[config.mk]
export PLATFORM = sky130hd
export DESIGN_NAME = knap_subset_search
export DESIGN_NICKNAME = d
export VERILOG_FILES = /design/src/rtl/knap_subset_search.sv
export SDC_FILE = /design/constraint.sdc
export NUM_CORES = 2
export LEC_CHECK = 0
export CORE_AREA = 2 2 221 332
export CTS_CLUSTER_SIZE = 25
export DETAILED_ROUTE_END_ITERATION = 10
export DIE_AREA = 0 0 223 334
export GPL_ROUTABILITY_DRIVEN = 0
export PLACE_DENSITY = 0.85
export SLEW_MARGIN = 10
export SYNTH_ARGS = -nofsm -noshare
export SYNTH_HDL_FRONTEND = slang
export SYNTH_SLANG_ARGS = --single-unit
[constraint.sdc]
create_clock -name clk -period 11 [get_ports clk]
set_clock_uncertainty 0.2 [all_clocks]
set_input_delay 1.1 -clock clk [delete_from_list [all_inputs] [get_ports clk]]
set_output_delay 1.1 -clock clk [all_outputs]
set_load 0.01 [all_outputs]
[src/rtl/knap_subset_search.sv]
// Brute-force knapsack search: one candidate subset per cycle, each feasible subset is streamed out in ascending order, and the best one is tracked.
// done follows start by 2^N_ITEMS+1 edges when never stalled; a held sol_valid stalls the search. Define KNAP_COUNT_EN to add the num_valid count.
module knap_subset_search #(
  parameter int N_ITEMS = 5,
  parameter int VAL_W   = 32,
  parameter int WT_W    = 32
) (
  input  logic                     clk,
  input  logic                     rst_n,
  input  logic                     start,
  input  logic [N_ITEMS*VAL_W-1:0] item_values,
  input  logic [N_ITEMS*WT_W-1:0]  item_weights,
  input  logic [VAL_W-1:0]         min_value,
  input  logic [WT_W-1:0]          max_weight,
  output logic                     busy,
  output logic                     done,
  output logic                     found,
  output logic [N_ITEMS-1:0]       best_sel,
  output logic [VAL_W+4:0]         best_value,
  output logic [WT_W+4:0]          best_weight,
`ifdef KNAP_COUNT_EN
  output logic [N_ITEMS:0]         num_valid,
`endif
  output logic                     sol_valid,
  input  logic                     sol_ready,
  output logic [N_ITEMS-1:0]       sol_sel
);

  localparam int TV_W = VAL_W + 5;
  localparam int TW_W = WT_W + 5;

  localparam logic [1:0] S_IDLE  = 2'd0;
  localparam logic [1:0] S_RUN   = 2'd1;
  localparam logic [1:0] S_DRAIN = 2'd2;
  localparam logic [1:0] S_DONE  = 2'd3;

  logic [1:0]               state;
  logic [N_ITEMS-1:0]       cnt;
  logic [N_ITEMS*VAL_W-1:0] vals_q;
  logic [N_ITEMS*WT_W-1:0]  wts_q;
  logic [VAL_W-1:0]         min_q;
  logic [WT_W-1:0]          max_q;

  logic [TV_W-1:0] tot_v;
  logic [TW_W-1:0] tot_w;
  logic            feasible;
  logic            better;
  logic            slot_free;
  logic            last_cand;
  logic            advance;

  // Five guard bits hold the sum of up to 16 items without overflow.
  always_comb begin
    tot_v = '0;
    tot_w = '0;
    for (int i = 0; i < N_ITEMS; i++) begin
      if (cnt[i]) begin
        tot_v = tot_v + TV_W'(vals_q[i*VAL_W +: VAL_W]);
        tot_w = tot_w + TW_W'(wts_q[i*WT_W +: WT_W]);
      end
    end
    feasible  = (tot_v >= TV_W'(min_q)) && (tot_w <= TW_W'(max_q));
    better    = !found || (tot_v > best_value) ||
                ((tot_v == best_value) && (tot_w < best_weight));
    slot_free = !sol_valid || sol_ready;
    last_cand = (cnt == {N_ITEMS{1'b1}});
    advance   = (state == S_RUN) && (!feasible || slot_free);
  end

  always_ff @(posedge clk) begin
    if (!rst_n) begin
      state       <= S_IDLE;
      cnt         <= '0;
      vals_q      <= '0;
      wts_q       <= '0;
      min_q       <= '0;
      max_q       <= '0;
      busy        <= 1'b0;
      done        <= 1'b0;
      found       <= 1'b0;
      best_sel    <= '0;
      best_value  <= '0;
      best_weight <= '0;
      sol_valid   <= 1'b0;
      sol_sel     <= '0;
`ifdef KNAP_COUNT_EN
      num_valid   <= '0;
`endif
    end else begin
      done <= 1'b0;
      case (state)
        S_IDLE: begin
          if (start) begin
            vals_q      <= item_values;
            wts_q       <= item_weights;
            min_q       <= min_value;
            max_q       <= max_weight;
            found       <= 1'b0;
            best_sel    <= '0;
            best_value  <= '0;
            best_weight <= '0;
            cnt         <= '0;
            busy        <= 1'b1;
            state       <= S_RUN;
`ifdef KNAP_COUNT_EN
            num_valid   <= '0;
`endif
          end
        end
        S_RUN: begin
          if (feasible) begin
            if (slot_free) begin
              sol_sel   <= cnt;
              sol_valid <= 1'b1;
              found     <= 1'b1;
`ifdef KNAP_COUNT_EN
              num_valid <= num_valid + 1'b1;
`endif
              // Strict comparisons keep the earlier (lower index) subset on a full tie.
              if (better) begin
                best_sel    <= cnt;
                best_value  <= tot_v;
                best_weight <= tot_w;
              end
            end
          end else if (sol_ready) begin
            sol_valid <= 1'b0;
          end
          if (advance) begin
            cnt <= cnt + 1'b1;
            if (last_cand) state <= S_DRAIN;
          end
        end
        S_DRAIN: begin
          if (slot_free) begin
            sol_valid <= 1'b0;
            busy      <= 1'b0;
            done      <= 1'b1;
            state     <= S_DONE;
          end
        end
        default: begin
          state <= S_IDLE;
        end
      endcase
    end
  end

endmodule
# Word-level counts from Yosys, hierarchy flattened
# Cells that the tools add are included.
# op_classes
n_addsub,9
n_lt_le_gt_ge,4
eq_ne,13
mux,42
n_reduce_logical,23
# op_table
operator,n
$mux 37,15
$add 37x32->37,8
$pmux 37 s2,2
$mux 32,2
$eq 37x37->1,1
$ge 37x32->1,1
$gt 37x37->1,1
$le 37x32->1,1
$lt 37x37->1,1
$mux 5,5
$pmux 5 s2,2
$ne 2x2->1 const B,7
$reduce_and 4->1,3
$reduce_and 3->1,3
$mux 1,8
$mux 2,4
$ne 3x3->1 const B,2
$pmux 1 s2,3
$pmux 2 s3,1
$reduce_bool 2->1,3
$add 5x1->5 const B,1
$eq 5x5->1 const B,1
$reduce_and 5->1,1
$logic_or 1x1->1,4
6 further kinds,11
# totals
regBits,479
input_bits,388
out_inout_bits,88
elab_cells,105

# Longest topological paths before layout
# logic_depth
ltp_word,16
mapped_depth,67
mapped_depth_nobuf,61

# Worst setup path after synthesis
# No wires, ideal clock.
# synth_path
path_type,register -> register
startpoint,register cnt[0]
endpoint,register best_value[34]
setup_ns,0.117
arrival_ns,11.194
required_ns,10.683
setup_slack_ns,-0.511
path_stages_with_launch,62
path_buffers,6
period_less_slack_ns,11.511
path_cell_list,dfxtp_1 clkbuf_1 clkbuf_1 clkbuf_1 nand2_1 inv_1 ha_1 a21o_1 maj3_1 a22oi_1 o22ai_1 nor4_1 nor2_1 a31oi_1 xnor2_1 mux2_2 ha_1 a21oi_1 [... 26 more ...] mux2_2 ha_1 nand3_1 nor2_1 nand3_1 nor3_1 nand2_1 o211ai_1 a311o_1 a21oi_1 a21boi_0 a221o_1 nand4_4 and2_1 buf_4 buf_8 buf_8 a22o_1
# synth_via
elab_chain_len,14
word_cells_on_any_way,34
classes_between,8 x add/sub; 4 x order compare; 3 x eq/ne; 14 x mux; 5 x reduce/logical
# synth_lines
element,line_no,source
start: declaration,38,logic [N_ITEMS-1:0] cnt;
start signal: assignment,130,cnt <= cnt + 1'b1;
$mux 32,57,if (cnt[i]) begin
$add 37x32->37 (on tied branches),"58, 59",
$mux 37,57,
$add 37x32->37 (on tied branches),"58, 59",
$mux 37,57,
$add 37x32->37 (on tied branches),"58, 59",
$mux 37,57,
$add 37x32->37 (on tied branches),"58, 59",
$mux 37,57,
"$gt 37x37->1, or another cell as far along",63,better = !found || (tot_v > best_value) ||
$logic_or 1x1->1 or $logic_and 1x1->1 (tied branches),"63, 64",
$logic_or 1x1->1,63,
$ne 2x2->1 (no line),-,
$reduce_and 5->1 (no line),-,
end signal: assignment,122,best_value <= tot_v;
end: declaration,19,"output logic [VAL_W+4:0] best_value,"
# Parallel ways exist; a longest one is shown, timed or not. The select of a mux whose other input is x is not followed.
# A chain may end at the register's enable or synchronous reset.

# Worst setup path after layout
# layout_path
startpoint,register cnt[0]
endpoint,register best_weight[16]
# layout_via
elab_chain_len,14
word_cells_on_any_way,34
classes_between,8 x add/sub; 4 x order compare; 3 x eq/ne; 14 x mux; 5 x reduce/logical
# layout_lines
element,line_no,source
$mux 32,57,
$add 37x32->37 (on tied branches),"58, 59",
$mux 37,57,
$add 37x32->37 (on tied branches),"58, 59",
$mux 37,57,
$add 37x32->37 (on tied branches),"58, 59",
$mux 37,57,
$add 37x32->37 (on tied branches),"58, 59",
$mux 37,57,
"$gt 37x37->1, or another cell as far along",63,
$logic_or 1x1->1 or $logic_and 1x1->1 (tied branches),"63, 64",
$logic_or 1x1->1,63,
$ne 2x2->1 (no line),-,
$reduce_and 5->1 (no line),-,
end signal: assignment,123,best_weight <= tot_w;
end: declaration,20,"output logic [WT_W+4:0] best_weight,"
# Parallel ways exist; a longest one is shown, timed or not. The select of a mux whose other input is x is not followed.

==> impl_metrics.csv <==
group,metric,value,unit
global_route,grt_antenna_before_repair,9,
critical_path,cp-start-kind,"flip-flop",
routing,wl_met2,58800,um
sta,finalCritPeriodShare,1.00,
finish,fin_nets,6209,
finish,postLayoutCoreUtil,0.669,
placement,dp_cells,6231,
routing,route.met3.wl,10100,um
finish,fin_cells,6384,
pwr,powerDensity,133,nW/um2
sta,drv_slew,0,
placement,port-buffer-count,473,
routing,postRouteAntennaNets,0,
routing,wl_met1,50700,um
min_path,min_from,"max_q[5]$_SDFFE_PN0P_",
floorplan,die_height,334,um
critical_path,reg2reg_depth,56,
routing,dr_total_vias,38000,
routing,wire_per_inst,20.0,um
pwr,ir_worst_vdd,131,uV
routing,routed_wirelength,128000,um
flow_run,cap_viol_max_count,0,
cts,h-tree-depth,2,
floorplan,start_util,0.513,
sta,clock.fmax,90.7,MHz
global_route,grt-ovfl-total,0,
sta,maxSlewHeadroom,0.305,
finish,final_common_cell,"nand2_1",
floorplan,die-area,74500,um2
floorplan,ios,476,
critical_path,critical_path_class,"flip-flop to flip-flop",
critical_path,worstPathMaxFanout,8,
cts,cts_sinks,477,
cts,cts_tree,"built",
global_route,grt_max_degree,132,
routing,drt_pass1_iterations,7,
sta,worstMarginPinSlew,1.04,ns
run_status,run_status,"complete, but fails checks",
floorplan,rows,121,
sta,finalHoldViolCount,0,
cts,clock_tree.root_cell,"clkbuf_16",
critical_path,rrSetupSlack,-0.03,ns
logic_synthesis,syn_area,36900,um2
floorplan,core,71900,um2
critical_path,cp.arrival,11.39,ns
floorplan,die_w,223,um
cts,path_clk_slew,0.06,ns
pwr,power,6.39,mW
finish,fillers,5473,
cts,worstSkewPairLatency,0.63,ns
placement,place_hpwl,92300,um
critical_path,required,11.36,ns
logic_synthesis,synth_area_per_cell,7.72,um2
critical_path,cpPeakStageDelay,0.56,ns
finish,drive_above_1_share,0.155,
min_path,holdPathEnd,"max_q[5]$_SDFFE_PN0P_",
critical_path,cp-end-kind,"flip-flop",
global_route,first_global_vias,35900,
routing,dr.max_layer_used,"met5",
critical_path,crit_path_top_delay_cell,"or4_4",
logic_synthesis,synth_cell_types,95,
sta,layout_min_cycle_time,11.03,ns
critical_path,r2r_end,"best_weight[16]$_SDFFE_PN0P_",
global_route,grt_pass1_wl,185000,um
sta,rsz0062_at_grt,"yes",
logic_synthesis,synth_edf_count,0,
cts,numCtsBuffers,48,
routing,drt-initial-drc-count,3136,
finish,final_area,48100,um2
placement,dpl-instance-area,44100,um2
logic_synthesis,syn_inst,4777,
run_status,violations,"setup timing",
routing,drc,0,
logic_synthesis,synth_ff_type,"dfxtp_1",
critical_path,rr_startpoint,"cnt[0]$_SDFFE_PN0P_",
finish,area_growth,30.5,%
pwr,leakagePower,20.9,nW
cts,clock_tree.buffer_depth,3,
logic_synthesis,synthArstFlopShare,0,
logic_synthesis,yosysWarningCount,0,
global_route,grt_util_all_layers,0.310,
logic_synthesis,ys_seq_area_frac,0.259,
routing,via_per_inst,5.96,
finish,layout_common_cells,"nand2_1 (980), clkdlybuf4s50_1 (472), dfxtp_1 (471)",
min_path,hold_path.class,"flip-flop to flip-flop",
min_path,hold_depth,2,
sta,fin_hold_ws,0.265,ns
logic_synthesis,ys_ff_latch,477,
sta,worst_slack,-0.0251,ns
sta,setup_viol,30,
logic make-up after synthesis:
group | share of synthesized area
buf+inv | 0.0513
mux | 0.0381
fa+ha+maj | 0.138
flops | 0.259
other cells | 0.000102
xor+xnor | 0.0525
compound gates | 0.271
simple gates | 0.190
metrics by stage:
stage | worst slack [ns] | TNS [ns]
floorplan | 0.00308 | 0
global placement | -0.166 | -8.00
detailed placement | -0.555 | -41.98
CTS | 0.00302 | 0
global route | -0.422 | -31.00
finish | -0.0251 | -0.397
report_power, final:
part / switching, mW / internal [mW]
clock: 0.774 / 0.979
sequential: 0.225 / 1.98
combinational: 1.42 / 1.01
total: 2.42 / 3.97
flip-flops by register name, summed over array words and instances (netlist names):
name,cells
best_sel,5
best_value,36
best_weight,36
busy,1
cnt,5
done,1
found,1
max_q,32
min_q,32
sol_sel,5
sol_valid,1
state,2
vals_q,160
wts_q,160
cells in the mapped netlist, drive strengths merged (83+ instances only):
| cell | count | area (um2) |
|---|---|---|
| xor2 | 83 | 727 |
| nand2 | 987 | 3700 |
| a21boi | 397 | 2980 |
| nor2 | 190 | 713 |
| dfxtp | 477 | 9550 |
| xnor2 | 138 | 1210 |
| a21o | 157 | 1180 |
| mux2 | 99 | 1110 |
| ha | 393 | 4920 |
| a21oi | 310 | 1560 |
| o21ai | 196 | 981 |
| inv | 259 | 972 |
| clkbuf | 185 | 694 |
worst max path at each step:
stage	from	endpoint	slack, ns	cells after the start
2_1_floorplan	cnt[0]$_SDFFE_PN0P_	best_value[34]$_SDFFE_PN0P_	0.003	65
3_3_place_gp	cnt[0]$_SDFFE_PN0P_	cnt[0]$_SDFFE_PN0P_	-0.17	59
3_5_place_dp	cnt[0]$_SDFFE_PN0P_	cnt[0]$_SDFFE_PN0P_	-0.56	58
4_1_cts	cnt[0]$_SDFFE_PN0P_	best_weight[29]$_SDFFE_PN0P_	0.003	57
5_1_grt	cnt[0]$_SDFFE_PN0P_	best_weight[5]$_SDFFE_PN0P_	-0.42	58
6_report	cnt[0]$_SDFFE_PN0P_	best_weight[16]$_SDFFE_PN0P_	-0.03	56
metal layers:
metal  vias to the layer above  global-route usage
met5                         -                   0
met3                       458              0.0509
li1                      18000                   -
met1                     17900               0.378
met4                         8               0.176
met2                      1646               0.517
timing repair:
action | CTS | global route
gates resized for setup | 94 | 305
gates cloned | 1 | 7
setup buffers | 16 | 37
pin swaps | 36 | 173
hold buffers | 0 | 0
setup endpoints to repair | 91 | 91
critical path: cells and delay by family, from the launching register on:
kind / cells / cell delay [ns]
compound gates: 23 / 3.84
simple gates: 13 / 2.22
fa+ha+maj: 6 / 1.76
buf+inv: 7 / 1.13
mux: 3 / 0.95
xor+xnor: 4 / 0.45
flops: 1 / 0.37
area by class of cell:
type	instances	area (um2)	area share
multi-input cells	3820	27300	0.568
flip-flops and latches	477	9570	0.199
repair buffers	814	7470	0.155
clock buffers	66	1390	0.0289
well taps	922	1150	0.0240
inverters	259	975	0.0202
clock inverters	20	224	0.00465
diodes	6	15.0	0.000312
(Power assumes the default switching activity.)
